$ cat src/rtl/rr_grant_arbiter8.sv
// rr_grant_arbiter8: 8-requester round-robin arbiter with hold-until-release
// grants and an optional hold-time limit. The grant bus is registered and is
// always one-hot or all-zero. It feeds the 8-to-3 owner encoder directly.
module rr_grant_arbiter8 #(
  parameter int unsigned MAX_HOLD = 16
) (
  input  logic       i_clk,
  input  logic       i_rst_n,
  input  logic [7:0] i_req,
  input  logic       i_release,
  output logic [7:0] o_grant,
  output logic       o_grant_valid,
  output logic       o_expired
);

  typedef enum logic {
    IDLE = 1'b0,
    BUSY = 1'b1
  } state_t;

  // A value of 0 for MAX_HOLD turns the timeout off.
  // HOLD_LAST is then never used for a release.
  localparam bit         TIMEOUT_EN = (MAX_HOLD != 0);
  localparam logic [7:0] HOLD_LAST  = (MAX_HOLD == 0) ? 8'd0 : 8'(MAX_HOLD - 1);

  state_t     r_state;
  logic [2:0] r_ptr;
  logic [7:0] r_holdCnt;
  logic [7:0] r_grant;
  logic       r_grantValid;
  logic       r_expired;

  state_t     w_nextState;
  logic [2:0] w_nextPtr;
  logic [7:0] w_nextHoldCnt;
  logic [7:0] w_nextGrant;
  logic       w_nextGrantValid;
  logic       w_nextExpired;

  logic [2:0] w_selIdx;
  logic       w_selFound;
  logic [2:0] w_ownerIdx;
  logic       w_ownerReq;
  logic       w_timeout;
  logic       w_releaseNow;

  // Rotating priority search: first requester at or above r_ptr, wrapping 7->0.
  always_comb begin
    w_selIdx   = 3'd0;
    w_selFound = 1'b0;
    for (int k = 0; k < 8; k++) begin
      if (!w_selFound && i_req[r_ptr + 3'(k)]) begin
        w_selFound = 1'b1;
        w_selIdx   = r_ptr + 3'(k);
      end
    end
  end

  // Owner index recovered from the one-hot grant.
  // This is used to advance the pointer on release.
  always_comb begin
    w_ownerIdx = 3'd0;
    for (int i = 0; i < 8; i++) begin
      if (r_grant[i]) begin
        w_ownerIdx = 3'(i);
      end
    end
  end

  assign w_ownerReq   = |(i_req & r_grant);
  assign w_timeout    = TIMEOUT_EN && (r_holdCnt == HOLD_LAST);
  assign w_releaseNow = i_release || !w_ownerReq || w_timeout;

  // Next-state and next-output logic.
  // The expired flag is raised only when the timeout alone forced the release.
  always_comb begin
    w_nextState      = r_state;
    w_nextPtr        = r_ptr;
    w_nextHoldCnt    = r_holdCnt;
    w_nextGrant      = r_grant;
    w_nextGrantValid = r_grantValid;
    w_nextExpired    = 1'b0;
    case (r_state)
      IDLE: begin
        w_nextGrant      = 8'h00;
        w_nextGrantValid = 1'b0;
        if (w_selFound) begin
          w_nextGrant      = 8'd1 << w_selIdx;
          w_nextGrantValid = 1'b1;
          w_nextHoldCnt    = 8'd0;
          w_nextState      = BUSY;
        end
      end
      BUSY: begin
        if (w_releaseNow) begin
          w_nextGrant      = 8'h00;
          w_nextGrantValid = 1'b0;
          w_nextPtr        = w_ownerIdx + 3'd1;
          w_nextHoldCnt    = 8'd0;
          w_nextState      = IDLE;
          w_nextExpired    = w_timeout && !i_release && w_ownerReq;
        end else if (r_holdCnt != 8'hFF) begin
          w_nextHoldCnt = r_holdCnt + 8'd1;
        end
      end
      default: begin
        w_nextState      = IDLE;
        w_nextGrant      = 8'h00;
        w_nextGrantValid = 1'b0;
        w_nextHoldCnt    = 8'd0;
      end
    endcase
  end

  // State and registered outputs.
  // Reset clears them asynchronously, with no expired pulse.
  always_ff @(posedge i_clk or negedge i_rst_n) begin
    if (!i_rst_n) begin
      r_state      <= IDLE;
      r_ptr        <= 3'd0;
      r_holdCnt    <= 8'd0;
      r_grant      <= 8'h00;
      r_grantValid <= 1'b0;
      r_expired    <= 1'b0;
    end else begin
      r_state      <= w_nextState;
      r_ptr        <= w_nextPtr;
      r_holdCnt    <= w_nextHoldCnt;
      r_grant      <= w_nextGrant;
      r_grantValid <= w_nextGrantValid;
      r_expired    <= w_nextExpired;
    end
  end

  assign o_grant       = r_grant;
  assign o_grant_valid = r_grantValid;
  assign o_expired     = r_expired;

endmodule

$ cat config.mk
export PLATFORM = sky130hd
export DESIGN_NAME = rr_grant_arbiter8
export DESIGN_NICKNAME = d
export VERILOG_FILES = /design/src/rtl/rr_grant_arbiter8.sv
export SDC_FILE = /design/constraint.sdc
export NUM_CORES = 1
export LEC_CHECK = 0
export ABC_CLOCK_PERIOD_IN_PS = 3740
export CORE_MARGIN = 3
export CORE_UTILIZATION = 40
export CTS_CLUSTER_SIZE = 12
export DETAILED_ROUTE_END_ITERATION = 8
export PLACE_DENSITY = 0.71
export SKIP_CTS_REPAIR_TIMING = 1
export SLEW_MARGIN = 20
export SYNTH_ARGS = -nofsm -noshare
export SYNTH_HDL_FRONTEND = slang
export SYNTH_SLANG_ARGS = --single-unit
$ cat constraint.sdc
create_clock -name i_clk -period 3.74 [get_ports i_clk]
set_input_delay 1.122 -clock i_clk [delete_from_list [all_inputs] [get_ports i_clk]]
set_output_delay 1.122 -clock i_clk [all_outputs]
set_load 0.1 [all_outputs]
; ---- Yosys cells after proc, flatten, opt, wreduce, memory -nomap -nowiden
; Index checks and enable logic that the tools add are counted.
[totals]
regBits = 22
in_bits = 11
output_inout_bits = 10
word_cells = 107
[classes]
n_addsub = 9
n_lt_le_gt_ge = 8
eq_ne = 5
n_shift = 1
muxes = 53
bitwise_logic = 2
reduce_logical = 23
[op_table]
columns = operator, count
row1 = $mux 3, 14
row2 = $mux 8, 5
row3 = $lt 3x4->1 const B, 8
row4 = $pmux 8 s2, 2
row5 = $bmux 1 s3, 8
row6 = $mux 1, 22
row7 = $add 3x3->3 const B, 4
row8 = $logic_and 1x1->1, 9
row9 = $logic_not 1->1, 9
row10 = $add 8x1->8 const B, 1
row11 = $and 8x8->8, 1
row12 = $eq 8x4->1 const B, 1
row13 = $ne 8x8->1 const B, 1
row14 = $reduce_or 8->1, 1
row15 = $shl 1x3->8 const A, 1
row16 = $add 3x1->3 const B, 2
row17 = $add 3x2->3 const B, 2
row18 = $pmux 1 s2, 2
row19 = $reduce_and 2->1, 2
row20 = $ne 3x1->1 const B, 1
row21 = $logic_or 1x1->1, 2
row22 = $ne 2x1->1 const B, 1
row23 = $ne 2x2->1 const B, 1
row24 = $not 1->1, 1

; ---- Logic depth before layout (Yosys ltp)
[logic_depth]
word_depth = 27
depth_mapped = 13
ltp_nobuf = 9

; ---- Worst setup path after synthesis
; No wires, ideal clock.
[synth_path]
path_kind = reg-to-reg
start = register r_ptr[1]
end = register r_grant[4] (netlist: o_grant[4])
setup_time_ns = 0.095
arrival_ns = 2.967
path_slack_ns = 0.678
stages_incl_launch_ff = 11
path_buffers = 2
period_less_slack_ns = 3.062
path_cell_list = dfrtp_1 -> buf_2 -> inv_1 -> ha_1 -> buf_6 -> mux4_2 -> a221o_1 -> o311ai_1 -> a22oi_1 -> or2_1 -> o31ai_1
[synth_between]
elab_chain_len = 27
word_cells_on_any_way = 56
classes_between = add/sub (7) / shift (1) / mux (34) / reduce/logical (14)
[synth_lines]
columns = element, line
row1 = from (decl), 27  ; logic [2:0] r_ptr;
row2 = from (signal assigned), 127  ; r_ptr <= w_nextPtr;
row3 = "parallel branches: the longest is 25 deep, another holds $add 3x1->3", --
row4 = $mux 8 *, 87  ; if (w_selFound) begin
row5 = $pmux 8 s2 *, 83  ; case (r_state)
row6 = to (signal assigned), 129  ; r_grant <= w_nextGrant;
row7 = to (decl), 29  ; logic [7:0] r_grant;
; Every way passes the cells marked *. The select of a mux whose other input is x is not followed.
; A chain may end at the register's enable or synchronous reset.

; ---- Worst setup path in the final report
[layout_path]
start = input i_req[2]
end = register r_grant[6] (netlist: o_grant[6])
[layout_between]
elab_chain_len = 27
word_cells_on_any_way = 55
classes_between = eq/ne (1) / shift (1) / mux (34) / bitwise (1) / reduce/logical (18)
[layout_lines]
columns = element, line
row1 = from (decl), 9  ; input logic [7:0] i_req,
row2 = $bmux 1 s3, 52  ; if (!w_selFound && i_req[r_ptr + 3'(k)]) begin
row3 = $mux 1 (not written as such), 52
row4 = $mux 1, 52
row5 = $logic_not 1->1, 52
row6 = $logic_and 1x1->1, 52
row7 = $mux 1, 52
row8 = $logic_not 1->1, 52
row9 = $logic_and 1x1->1, 52
row10 = (+11 left out), --
row11 = $logic_and 1x1->1, 52
row12 = $mux 1, 52
row13 = $logic_not 1->1, 52
row14 = $logic_and 1x1->1, 52
row15 = $mux 3, 52
row16 = $shl 1x3->8, 88  ; w_nextGrant = 8'd1 << w_selIdx;
row17 = $mux 8, 87
row18 = $pmux 8 s2, 83
; Parallel ways exist; a longest one is shown, timed or not. The select of a mux whose other input is x is not followed.

==> flow_summary_export.csv <==
group,metric,value,unit
layout,drive_gt1_share,26.6,%
layout,layout_commonest_cell,"nand2_1",
layout,stdcell_count,315,
timing,hold_viol_final,0,
setup_path,reg2reg_to,"o_grant[6]",
timing,max_freq,279,MHz
detailed_routing,drc,0,
layout,final_cell_mix,"nand2_1, buf_4, dfrtp_1, nor2_1, mux4_2",
detailed_routing,drtAntennaViolNets,0,
detailed_routing,drt-vias-per-instance,5.94,
die,die_x,78.2,um
die,io_pins,21,
detailed_routing,vias,1871,
synthesis,ys_warn_count,0,
clock_network,cts_inserted_buffers,3,
detailed_routing,wl,5.17,mm
global_route,grtUsageMet3,1.03,%
global_route,grt_pass1_vias,1734,
setup_path,regToRegSetupSlack,0.46,ns
die,fp.dieArea,6120,um^2
global_route,grt_usage,17.6,%
setup_path,crit_slowest_cell,"mux4_2",
place,port_buffers,20,
job,cap_viol_max_count,0,
place,dp_hpwl,3.92,mm
layout,area_growth,19.4,%
clock_network,cts_tree,"done",
place,numPlacedInstances,311,
clock_network,clock_latency,0.27,ns
timing,setup_ws,0.150,ns
timing,rsz0062_at_grt,"no",
layout,utilization,51.1,%
hold_path,hp-class,"flip-flop to flip-flop",
place,pre_cts_ws,-0.157,ns
run_status,status,"completed",
global_route,grt_util_met1,25.7,%
setup_path,path_class,"input port to flip-flop",
global_route,antenna_found_initial,0,
setup_path,r2r_start,"r_ptr[1]",
die,core,4880,um^2
place,place.gp.congestion,0.863,
die,rows,25,
setup_path,path_cells,"clkdlybuf4s50_1 > mux4_2 > a221o_1 > o311ai_2 > a22oi_1 > or2_1 > o31ai_1",
timing,period_share,96.0,%
setup_path,start_kind,"input port",
clock_network,cts_num_sinks,22,
setup_path,rr_worst_depth,9,
clock_network,path_clk_slew,0.08,ns
global_route,grtUsageMet2,28.1,%
clock_network,htreeDepth,1,
timing,skew,0.00215,ns
die,start_util,42.7,%
setup_path,end_kind,"flip-flop",
synthesis,syn_area_per_cell,9.70,um^2
timing,slew_violations,0,
timing,whs,0.503,ns
layout,antenna_cells,0,
setup_path,worstPathRequired,3.90,ns
layout,nNetsFinal,264,
synthesis,ys.flop_type,"dfrtp_1",
clock_network,cts_buffer_depth,2,
timing,min_period,3.59,ns
synthesis,synth_async_sr_flop_share,100,%
timing,setup_violations,0,
timing,max_slew_margin,36.2,%
setup_path,critPathCapture,"o_grant[6]",
layout,seq_area,551,um^2
synthesis,synth_area,2090,um^2
clock_network,cts_root_buffer,"clkbuf_8",
layout,nFillCells,488,
setup_path,crit_arrival,3.75,ns
synthesis,synthesis.nets,230,
detailed_routing,wire_per_inst,16.4,um
setup_path,path_max_fanout,7,
global_route,grt_pass1_wl,8.70,mm
global_route,grt_max_degree,23,
synthesis,synth_cell_type_count,56,
synthesis,yosys_register_bits,22,
synthesis,ys_seq_area_share,26.4,%
setup_path,critPathMaxStageDelay,0.59,ns
timing,tightestPinTransition,0.953,ns
layout,multi_input_area,1450,um^2
die,die_h,78.2,um
setup_path,startpoint,"i_req[2]",
global_route,grt-ovfl-total,0,
global_route,busiest_layer,"met2",
synthesis,syn_inst,215,
detailed_routing,drt-pass1-iter-count,4,
synthesis,synth_edf_count,0,
detailed_routing,drt_iter0_drc,87,
## synthesized netlist by cell type, drive strengths merged, types with 2 or more instances
cell type | number | share of area (%)
and3 | 2 | 0.60
nand3b | 3 | 1.1
xnor2 | 2 | 0.84
mux2i | 7 | 4.0
mux2 | 7 | 3.8
nand2 | 28 | 5.0
o31ai | 8 | 2.9
nor4 | 2 | 1.3
nor2 | 18 | 3.4
buf | 7 | 2.7
a211oi | 2 | 0.96
nand2b | 4 | 1.6
or2 | 2 | 0.60
inv | 8 | 1.4
nor2b | 2 | 0.60
and2 | 5 | 1.5
a21o | 2 | 0.72
dfrtp | 22 | 26
ha | 4 | 2.4
o21ai | 9 | 2.2
o21a | 3 | 1.1
mux4 | 15 | 16
nor3 | 4 | 0.96
a22oi | 8 | 3.1
nand3 | 6 | 1.4
xor2 | 3 | 1.6
o22ai | 2 | 0.60
a21oi | 14 | 3.5
## worst max-delay path, delay by kind of cell
kind	cells	cell delay, ns
compound gates	4	1.19
simple gates	1	0.31
buf+inv	1	0.53
mux	1	0.59
## per-stage QoR
stage                     area, um^2  setup TNS (ns)
after floorplan                 2090               0
after global placement          2410          -0.476
after detailed placement        2410          -0.465
after CTS                       2480               0
after global routing            2490               0
final                           2490               0
## sequential cells by signal (all words and copies together) (netlist names)
signal         cells
o_grant            8
r_holdCnt          8
r_ptr              3
o_expired          1
o_grant_valid      1
r_state            1
## cell families after synthesis
kind of cell	after synthesis	share of synthesized area [%]
fa+ha+maj	4	2.40
buf+inv	16	4.32
simple gates	78	18.8
compound gates	61	21.7
flops	22	26.4
mux	29	23.9
xor+xnor	5	2.46
## final cells by class
cell class	instances	share of cell area (%)
multi-input combinational	177	58.3
sequential	22	22.1
timing repair buffer	37	12.2
tap	67	3.37
clock buffer	3	1.66
clock inverter	1	1.21
inverter	8	1.21
## metal layers
metal	vias up	share of wire, %	routed length [um]
met1	918	46	2400
li1	888	-	-
met4	0	1.4	70
met2	58	48	2480
met5	-	0	0
met3	7	4.2	216
## worst min path at each step
stage          cells after the start  slack [ns]          start            end
3_3_place_gp                       1        0.46  o_grant_valid  o_grant_valid
2_1_floorplan                      2        0.47   r_holdCnt[1]   r_holdCnt[1]
6_report                           1        0.50  o_grant_valid  o_grant_valid
5_1_grt                            1        0.52  o_grant_valid  o_grant_valid
4_1_cts                            1        0.50  o_grant_valid  o_grant_valid
3_5_place_dp                       1        0.48  o_grant_valid  o_grant_valid
Power is not shown: default switching activity piles up to over one toggle a cycle in this logic, so the estimate is an artifact.
